## src/rtl/sram_host_pkg.sv

```systemverilog
// Shared types and defaults for the serial-load SRAM host controller.
// The write-verify path is built only when SRAM_HOST_VERIFY_EN is defined.
package sram_host_pkg;

    typedef enum logic [2:0] {
        IDLE,
        SHIFT,
        GAP,
        WSTB,
        RSTB,
        WAIT,
        RESP
    } state_t;

    localparam int DEF_DATA_WIDTH = 8;
    localparam int DEF_ADDR_WIDTH = 4;
    localparam int DEF_TIMEOUT    = 15;

    // One counter width serves both the bit index and the wait timer
    function automatic int cnt_width(input int dw, input int to);
        int m;
        m = (dw > to + 1) ? dw : to + 1;
        return (m > 2) ? $clog2(m) : 1;
    endfunction

endpackage

```

## src/rtl/sram_host_ctrl_if.sv

```systemverilog
// Request/response port plus the SRAM-side strobes of the host controller.
// master = environment/host view, slave = controller view.
interface sram_host_ctrl_if
    import sram_host_pkg::*;
#(
    parameter int DATA_WIDTH = DEF_DATA_WIDTH,
    parameter int ADDR_WIDTH = DEF_ADDR_WIDTH
);

    logic                  req_valid;
    logic                  req_ready;
    logic                  req_write;
    logic [ADDR_WIDTH-1:0] req_addr;
    logic [DATA_WIDTH-1:0] req_wdata;
    logic                  rsp_valid;
    logic                  rsp_ready;
    logic [DATA_WIDTH-1:0] rsp_rdata;
    logic                  rsp_err;
    logic                  serial_in;
    logic                  shift;
    logic                  w_en;
    logic                  r_en;
    logic [ADDR_WIDTH-1:0] addr;
    logic [DATA_WIDTH-1:0] data_out;
    logic                  data_valid;

    modport master (
        output req_valid, req_write, req_addr, req_wdata, rsp_ready,
        output data_out, data_valid,
        input  req_ready, rsp_valid, rsp_rdata, rsp_err,
        input  serial_in, shift, w_en, r_en, addr
    );

    modport slave (
        input  req_valid, req_write, req_addr, req_wdata, rsp_ready,
        input  data_out, data_valid,
        output req_ready, rsp_valid, rsp_rdata, rsp_err,
        output serial_in, shift, w_en, r_en, addr
    );

endinterface

```

## src/rtl/sram_host_piso.sv

```systemverilog
// Parallel-load, MSB-first shift register with a bit index counter.
module sram_host_piso #(
    parameter int DATA_WIDTH = 8,
    parameter int CNT_W      = 4
) (
    input  logic                  clk,
    input  logic                  arst_n,
    input  logic                  load,
    input  logic [DATA_WIDTH-1:0] data,
    input  logic                  advance,
    output logic                  bit_out,
    output logic                  last
);

    logic [DATA_WIDTH-1:0] sr_q;
    logic [CNT_W-1:0]      cnt_q;

    always_ff @(posedge clk or negedge arst_n) begin
        if (!arst_n) begin
            sr_q  <= '0;
            cnt_q <= '0;
        end else if (load) begin
            sr_q  <= data;
            cnt_q <= '0;
        end else if (advance) begin
            sr_q  <= sr_q << 1;
            cnt_q <= cnt_q + CNT_W'(1);
        end
    end

    assign bit_out = sr_q[DATA_WIDTH-1];
    assign last    = (cnt_q == CNT_W'(DATA_WIDTH - 1));

endmodule

```

## src/rtl/sram_host_ctrl.sv

```systemverilog
// Host initiator for the serial-load SRAM: shifts writes in, strobes reads.
// Define SRAM_HOST_VERIFY_EN to read back and compare every write.
module sram_host_ctrl
    import sram_host_pkg::*;
#(
    parameter int DATA_WIDTH = DEF_DATA_WIDTH,
    parameter int ADDR_WIDTH = DEF_ADDR_WIDTH,
    parameter int TIMEOUT    = DEF_TIMEOUT
) (
    input  logic             clk,
    input  logic             arst_n,
    sram_host_ctrl_if.slave  bus
);

    localparam int CW = cnt_width(DATA_WIDTH, TIMEOUT);

    state_t                state_q;
    logic                  ready_q;
    logic                  rsp_valid_q;
    logic                  rsp_err_q;
    logic [DATA_WIDTH-1:0] rdata_q;
    logic                  shift_q;
    logic                  w_en_q;
    logic                  r_en_q;
    logic [ADDR_WIDTH-1:0] addr_q;
    logic [CW-1:0]         tcnt_q;
`ifdef SRAM_HOST_VERIFY_EN
    logic                  write_q;
    logic [DATA_WIDTH-1:0] wdata_q;
`endif

    logic accept;
    logic piso_bit;
    logic piso_last;

    assign accept = bus.req_valid & ready_q;

    sram_host_piso #(
        .DATA_WIDTH (DATA_WIDTH),
        .CNT_W      (CW)
    ) u_piso (
        .clk     (clk),
        .arst_n  (arst_n),
        .load    (accept & bus.req_write),
        .data    (bus.req_wdata),
        .advance (state_q == SHIFT),
        .bit_out (piso_bit),
        .last    (piso_last)
    );

    always_ff @(posedge clk or negedge arst_n) begin
        if (!arst_n) begin
            state_q     <= IDLE;
            ready_q     <= 1'b1;
            rsp_valid_q <= 1'b0;
            rsp_err_q   <= 1'b0;
            rdata_q     <= '0;
            shift_q     <= 1'b0;
            w_en_q      <= 1'b0;
            r_en_q      <= 1'b0;
            addr_q      <= '0;
            tcnt_q      <= '0;
`ifdef SRAM_HOST_VERIFY_EN
            write_q     <= 1'b0;
            wdata_q     <= '0;
`endif
        end else begin
            unique case (state_q)
                IDLE: begin
                    if (accept) begin
                        ready_q <= 1'b0;
                        addr_q  <= bus.req_addr;
`ifdef SRAM_HOST_VERIFY_EN
                        write_q <= bus.req_write;
                        wdata_q <= bus.req_wdata;
`endif
                        if (bus.req_write) begin
                            state_q <= SHIFT;
                            shift_q <= 1'b1;
                        end else begin
                            state_q <= RSTB;
                            r_en_q  <= 1'b1;
                        end
                    end
                end
                SHIFT: begin
                    if (piso_last) begin
                        shift_q <= 1'b0;
                        state_q <= GAP;
                    end
                end
                GAP: begin
                    w_en_q  <= 1'b1;
                    state_q <= WSTB;
                end
                WSTB: begin
                    w_en_q <= 1'b0;
`ifdef SRAM_HOST_VERIFY_EN
                    r_en_q  <= 1'b1;
                    state_q <= RSTB;
`else
                    rsp_valid_q <= 1'b1;
                    rsp_err_q   <= 1'b0;
                    rdata_q     <= '0;
                    state_q     <= RESP;
`endif
                end
                RSTB: begin
                    r_en_q  <= 1'b0;
                    tcnt_q  <= '0;
                    state_q <= WAIT;
                end
                WAIT: begin
                    // Data arriving in the expiry cycle still counts
                    if (bus.data_valid) begin
                        rsp_valid_q <= 1'b1;
                        rdata_q     <= bus.data_out;
`ifdef SRAM_HOST_VERIFY_EN
                        rsp_err_q   <= write_q &&
                                       (bus.data_out != wdata_q);
`else
                        rsp_err_q   <= 1'b0;
`endif
                        state_q     <= RESP;
                    end else if (tcnt_q == CW'(TIMEOUT - 1)) begin
                        rsp_valid_q <= 1'b1;
                        rdata_q     <= '0;
                        rsp_err_q   <= 1'b1;
                        state_q     <= RESP;
                    end else begin
                        tcnt_q <= tcnt_q + CW'(1);
                    end
                end
                RESP: begin
                    if (bus.rsp_ready) begin
                        rsp_valid_q <= 1'b0;
                        ready_q     <= 1'b1;
                        state_q     <= IDLE;
                    end
                end
                default: state_q <= IDLE;
            endcase
        end
    end

    assign bus.req_ready = ready_q;
    assign bus.rsp_valid = rsp_valid_q;
    assign bus.rsp_rdata = rdata_q;
    assign bus.rsp_err   = rsp_err_q;
    assign bus.serial_in = piso_bit;
    assign bus.shift     = shift_q;
    assign bus.w_en      = w_en_q;
    assign bus.r_en      = r_en_q;
    assign bus.addr      = addr_q;

endmodule

```

## src/flat_wrapper.sv

```systemverilog
// flat-port wrapper written by rule: the top's interface ports become plain ports
module sram_host_ctrl_flat import sram_host_pkg::*;
#(
    parameter int DATA_WIDTH = DEF_DATA_WIDTH,
    parameter int ADDR_WIDTH = DEF_ADDR_WIDTH,
    parameter int TIMEOUT    = DEF_TIMEOUT
)
  (clk, arst_n, bus_req_valid, bus_req_write, bus_req_addr, bus_req_wdata, bus_rsp_ready, bus_data_out, bus_data_valid, bus_req_ready, bus_rsp_valid, bus_rsp_rdata, bus_rsp_err, bus_serial_in, bus_shift, bus_w_en, bus_r_en, bus_addr);
  sram_host_ctrl_if #(.DATA_WIDTH(DATA_WIDTH), .ADDR_WIDTH(ADDR_WIDTH)) bus_i ();
  input  logic clk;
  input  logic arst_n;
  input wire logic [$bits(bus_i.req_valid)-1:0] bus_req_valid;
  input wire logic [$bits(bus_i.req_write)-1:0] bus_req_write;
  input wire logic [$bits(bus_i.req_addr)-1:0] bus_req_addr;
  input wire logic [$bits(bus_i.req_wdata)-1:0] bus_req_wdata;
  input wire logic [$bits(bus_i.rsp_ready)-1:0] bus_rsp_ready;
  input wire logic [$bits(bus_i.data_out)-1:0] bus_data_out;
  input wire logic [$bits(bus_i.data_valid)-1:0] bus_data_valid;
  output wire logic [$bits(bus_i.req_ready)-1:0] bus_req_ready;
  output wire logic [$bits(bus_i.rsp_valid)-1:0] bus_rsp_valid;
  output wire logic [$bits(bus_i.rsp_rdata)-1:0] bus_rsp_rdata;
  output wire logic [$bits(bus_i.rsp_err)-1:0] bus_rsp_err;
  output wire logic [$bits(bus_i.serial_in)-1:0] bus_serial_in;
  output wire logic [$bits(bus_i.shift)-1:0] bus_shift;
  output wire logic [$bits(bus_i.w_en)-1:0] bus_w_en;
  output wire logic [$bits(bus_i.r_en)-1:0] bus_r_en;
  output wire logic [$bits(bus_i.addr)-1:0] bus_addr;
  assign bus_i.req_valid = bus_req_valid;
  assign bus_i.req_write = bus_req_write;
  assign bus_i.req_addr = bus_req_addr;
  assign bus_i.req_wdata = bus_req_wdata;
  assign bus_i.rsp_ready = bus_rsp_ready;
  assign bus_i.data_out = bus_data_out;
  assign bus_i.data_valid = bus_data_valid;
  assign bus_req_ready = bus_i.req_ready;
  assign bus_rsp_valid = bus_i.rsp_valid;
  assign bus_rsp_rdata = bus_i.rsp_rdata;
  assign bus_rsp_err = bus_i.rsp_err;
  assign bus_serial_in = bus_i.serial_in;
  assign bus_shift = bus_i.shift;
  assign bus_w_en = bus_i.w_en;
  assign bus_r_en = bus_i.r_en;
  assign bus_addr = bus_i.addr;
  sram_host_ctrl #(.DATA_WIDTH(DATA_WIDTH), .ADDR_WIDTH(ADDR_WIDTH), .TIMEOUT(TIMEOUT)) u_core (.clk(clk), .arst_n(arst_n), .bus(bus_i));
endmodule
```

## config.mk

```make
export PLATFORM = sky130hd
export DESIGN_NAME = sram_host_ctrl_flat
export DESIGN_NICKNAME = d
export VERILOG_FILES = /design/src/rtl/sram_host_pkg.sv /design/src/rtl/sram_host_ctrl_if.sv /design/src/rtl/sram_host_piso.sv /design/src/rtl/sram_host_ctrl.sv /design/src/flat_wrapper.sv
export SDC_FILE = /design/constraint.sdc
export NUM_CORES = 1
export LEC_CHECK = 0
export ABC_CLOCK_PERIOD_IN_PS = 2400
export BUFFER_PORTS_ARGS = -buffer_cell sky130_fd_sc_hd__buf_2
export CELL_PAD_IN_SITES_DETAIL_PLACEMENT = 0
export CELL_PAD_IN_SITES_GLOBAL_PLACEMENT = 2
export CORE_MARGIN = 5
export CORE_UTILIZATION = 33
export DETAILED_ROUTE_END_ITERATION = 8
export GPL_ROUTABILITY_DRIVEN = 1
export PLACE_DENSITY = 0.82
export SLEW_MARGIN = 15
export SYNTH_ARGS = -nofsm -noshare
export SYNTH_HDL_FRONTEND = slang
export SYNTH_HIERARCHICAL = 1
export SYNTH_SLANG_ARGS = --single-unit
```

## constraint.sdc

```tcl
create_clock -name clk -period 2.4 [get_ports clk]
set_input_delay 0.12 -clock clk [delete_from_list [all_inputs] [get_ports clk]]
set_output_delay 0.12 -clock clk [all_outputs]
set_load 0.01 [all_outputs]
```

==> impl_metrics.env <==
export IMPL_status="finished, final reports clean"
export IMPL_yosysTopAreaCellShare_pct=49.9
export IMPL_cp_end_kind="register"
export IMPL_min_from="bus_req_wdata[5]"
export IMPL_p_sw_share_pct=35.9
export IMPL_finalNonFillerCells=276
export IMPL_synth_nets=185
export IMPL_layout_drive_gt1_share_pct=35.8
export IMPL_clock_skew_final_ps=5.73
export IMPL_synth_flop_cell="dfrtp_1"
export IMPL_io_pins=45
export IMPL_reg2reg_to="u_core/u_piso/cnt_q[3]$_DFFE_PN0P_"
export IMPL_slew_headroom_pct=45.6
export IMPL_rsz0062_at_grt="false"
export IMPL_core_area_um2=5410
export IMPL_critPathSlowestCell="dfrtp_1"
export IMPL_place_gp_congestion=0.711
export IMPL_htree_levels=2
export IMPL_synthTopCellsByCount="dfrtp_1 (36), nand2_1 (16), mux2i_1 (10)"
export IMPL_tritoncts="done"
export IMPL_insertion_delay_ps=280
export IMPL_power_frac_seq_pct=42.2
export IMPL_power_switching_w=0.000934
export IMPL_tns_ps=0
export IMPL_num_nets_final=232
export IMPL_setup_viol=0
export IMPL_syn2layout_area_growth_pct=21.7
export IMPL_irDropWorstVdd_uv=370
export IMPL_hp_class="in2reg"
export IMPL_whs_path_depth=3
export IMPL_path_cells="inv_1 > nor3_2 > buf_4 > nand4_1 > mux2_1"
export IMPL_utilization_pct=40.7
export IMPL_num_vias=1340
export IMPL_remaining_drc_errors=0
export IMPL_fmax_mhz=588
export IMPL_synthTopCellsByArea="dfrtp_1 (50%), mux2i_1 (5.5%), a22o_1 (3.9%)"
export IMPL_yosysMostFrequentCell="dfrtp_1"
export IMPL_io_buffers=44
export IMPL_grt_pass1_wl_um=6380
export IMPL_max_clock_path_buffers=2
export IMPL_start_util_pct=33.4
export IMPL_placed_area_um2=2080
export IMPL_drt_antenna_violating_nets=0
export IMPL_p_leak_nw=1.03
export IMPL_holdBufCountCts=1
export IMPL_cts_made_buffers=5
export IMPL_whs_ps=47.3
export IMPL_p_comb_share_pct=37.3
export IMPL_worstPathRequired_ps=2560
export IMPL_period_minus_slack_ps=1700
export IMPL_cts_num_sinks=37
export IMPL_cp_slowest_stage_delay_ps=540
export IMPL_path_clk_slew_ps=80
export IMPL_design_area_um2=2200
export IMPL_synth_edff_count=0
export IMPL_syn_area_per_cell_um2=11.6
export IMPL_min_to="u_core/u_piso/sr_q[5]$_DFFE_PN0P_"
export IMPL_post_cts_resized=0
export IMPL_grt_pass1_vias=1296
export IMPL_groute_usage_overall_pct=11.0
export IMPL_startpoint_type="register"
export IMPL_clockPowerShare_pct=20.5
export IMPL_finalHoldViolCount=0
export IMPL_async_flop_share_pct=100
export IMPL_antenna_found_initial=0
export IMPL_cap_violations=0
export IMPL_n_antenna_cell=0
export IMPL_avgViaCountPerCell=4.86
export IMPL_routedWlPerCell_um=13.2
export IMPL_die_h_um=84.0
export IMPL_worst_pin_slew_ps=817
export IMPL_yosysSeqAreaShare_pct=51.3
export IMPL_regToRegStartpoint="u_core/state_q[0]$_DFFE_PN0P_"
export IMPL_cts_setup_buffers=0
export IMPL_ys_ff_latch=37
export IMPL_p_int_w=0.00167
export IMPL_synth_cell_types=49
export IMPL_die_x_um=84.0
export IMPL_placed_cells=267
export IMPL_cts_root_buf="clkbuf_8"
export IMPL_finalMaxSlewViolations=0
export IMPL_r2r_setup_slack_ps=700
export IMPL_post_synth_top_area_cell="dfrtp_1"
export IMPL_syn_inst=156
export IMPL_cp_max_fo=13
export IMPL_path_class="reg2reg"
export IMPL_dr_pass1_iters=4
export IMPL_rows=27
export IMPL_p_per_area_nw_per_um2=1180
export IMPL_syn_area_um2=1810
export IMPL_yosysWarnings=6
export IMPL_crit_arrival_ps=1870
export IMPL_hpwl_um=2680
export IMPL_wl_um=3650
export IMPL_die_area_um2=7050
export IMPL_first_iter_violations=100
export IMPL_grt_max_degree=38
export IMPL_r2r_cells=5
export IMPL_fin_crit_sh_pct=70.9
export IMPL_grt_ovfl_total=0
[final cells by class]
type,count,area [um2]
timing repair buffer,48,253
clock inverter,2,38.8
sequential,37,927
inverter,4,15.0
fill,539,3210
tap,72,90.1
multi-input combinational,107,803
clock buffer,6,72.6
[metrics by stage]
| step | setup WS, ps | total power (W) |
|---|---|---|
| 5_1_grt | 545 | 0.00282 |
| 3_5_place_dp | 708 | 0.00209 |
| 4_1_cts | 689 | 0.00265 |
| 2_1_floorplan | 696 | 0.00183 |
| 6_report | 698 | 0.00260 |
| 3_3_place_gp | 693 | 0.00208 |
[kinds of logic (layout without fill, tap and decap cells)]
logic type,Yosys count,count (layout),share of synthesized area (%)
DFF,37,37,51.3
xor gates and xnor gates,2,2,0.970
AOI/OAI and AO/OA,38,38,16.3
adders and majority gates,3,3,2.08
and+or+nand+nor,49,49,16.2
buffers and inverters,12,60,4.50
muxes,15,15,8.66
[per-layer routing]
metal	part of all wire, %	GRT usage, %	routed length [um]
met2	46	16.6	1700
met3	6.1	4.05	224
met1	47	14.9	1720
met5	0	0	0
met4	0.30	2.63	11
[layout by cell type, fill, tap and decap left out, types with 2 or more instances in the layout]
cell      netlist  routed
buf_2           2      44
inv_1           4       4
a22o_1          8       8
buf_4           3       3
dfrtp_1        36      36
nor3_1          3       2
nand2_1        16      16
ha_1            3       3
o311ai_0        2       2
mux2_2          4       4
mux2i_1        10      10
nand3b_1        2       2
o21ai_0         6       6
o21ai_1         5       5
nand3_1         5       5
nor3_2          1       2
a31oi_1         2       2
nor2_1          8       8
clkbuf_8        0       5
nand2b_1        4       4
[power groups by stage]
stage	logic, W	clock network, W	registers [W]
final	0.000971	0.000533	0.00110
after floorplan	0.000765	0	0.00107
after global routing	0.00108	0.000584	0.00115
after global placement	0.000975	0	0.00111
after CTS	0.000991	0.000556	0.00110
after detailed placement	0.000983	0	0.00111
[flip-flops by register name (all words and copies together), names as in the netlist]
name                  cells
u_core/bus.addr           4
u_core/bus.r_en           1
u_core/bus.req_ready      1
u_core/bus.rsp_err        1
u_core/bus.rsp_rdata      8
u_core/bus.rsp_valid      1
u_core/bus.shift          1
u_core/bus.w_en           1
u_core/state_q            3
u_core/tcnt_q             4
u_core/u_piso/cnt_q       4
u_core/u_piso/sr_q        8
[worst max-delay path: cells and delay by family, from the launching register on]
| family | cells | cell delay (ps) |
|---|---|---|
| buffers and inverters | 2 | 420 |
| AND/OR/NAND/NOR | 2 | 290 |
| multiplexers | 1 | 320 |
| flip-flops | 1 | 540 |
[worst max-delay path by stage]
| stage | startpoint | end | slack [ps] | cells past startpoint |
|---|---|---|---|---|
| finish | u_core/state_q[0]$_DFFE_PN0P_ | u_core/u_piso/cnt_q[3]$_DFFE_PN0P_ | 700 | 5 |
| detailed placement | u_core/state_q[0]$_DFFE_PN0P_ | u_core/u_piso/cnt_q[3]$_DFFE_PN0P_ | 710 | 5 |
| floorplan | u_core/state_q[1]$_DFFE_PN0P_ | u_core/u_piso/cnt_q[3]$_DFFE_PN0P_ | 700 | 5 |
| global placement | u_core/state_q[2]$_DFFE_PN0P_ | u_core/bus.rsp_rdata[1]$_DFFE_PN0P_ | 690 | 3 |
| CTS | u_core/state_q[0]$_DFFE_PN0P_ | u_core/u_piso/cnt_q[3]$_DFFE_PN0P_ | 690 | 5 |
| global route | u_core/state_q[2]$_DFFE_PN0P_ | u_core/bus.rsp_valid$_DFFE_PN0P_ | 550 | 3 |
Power figures use the tool's default switching activity.
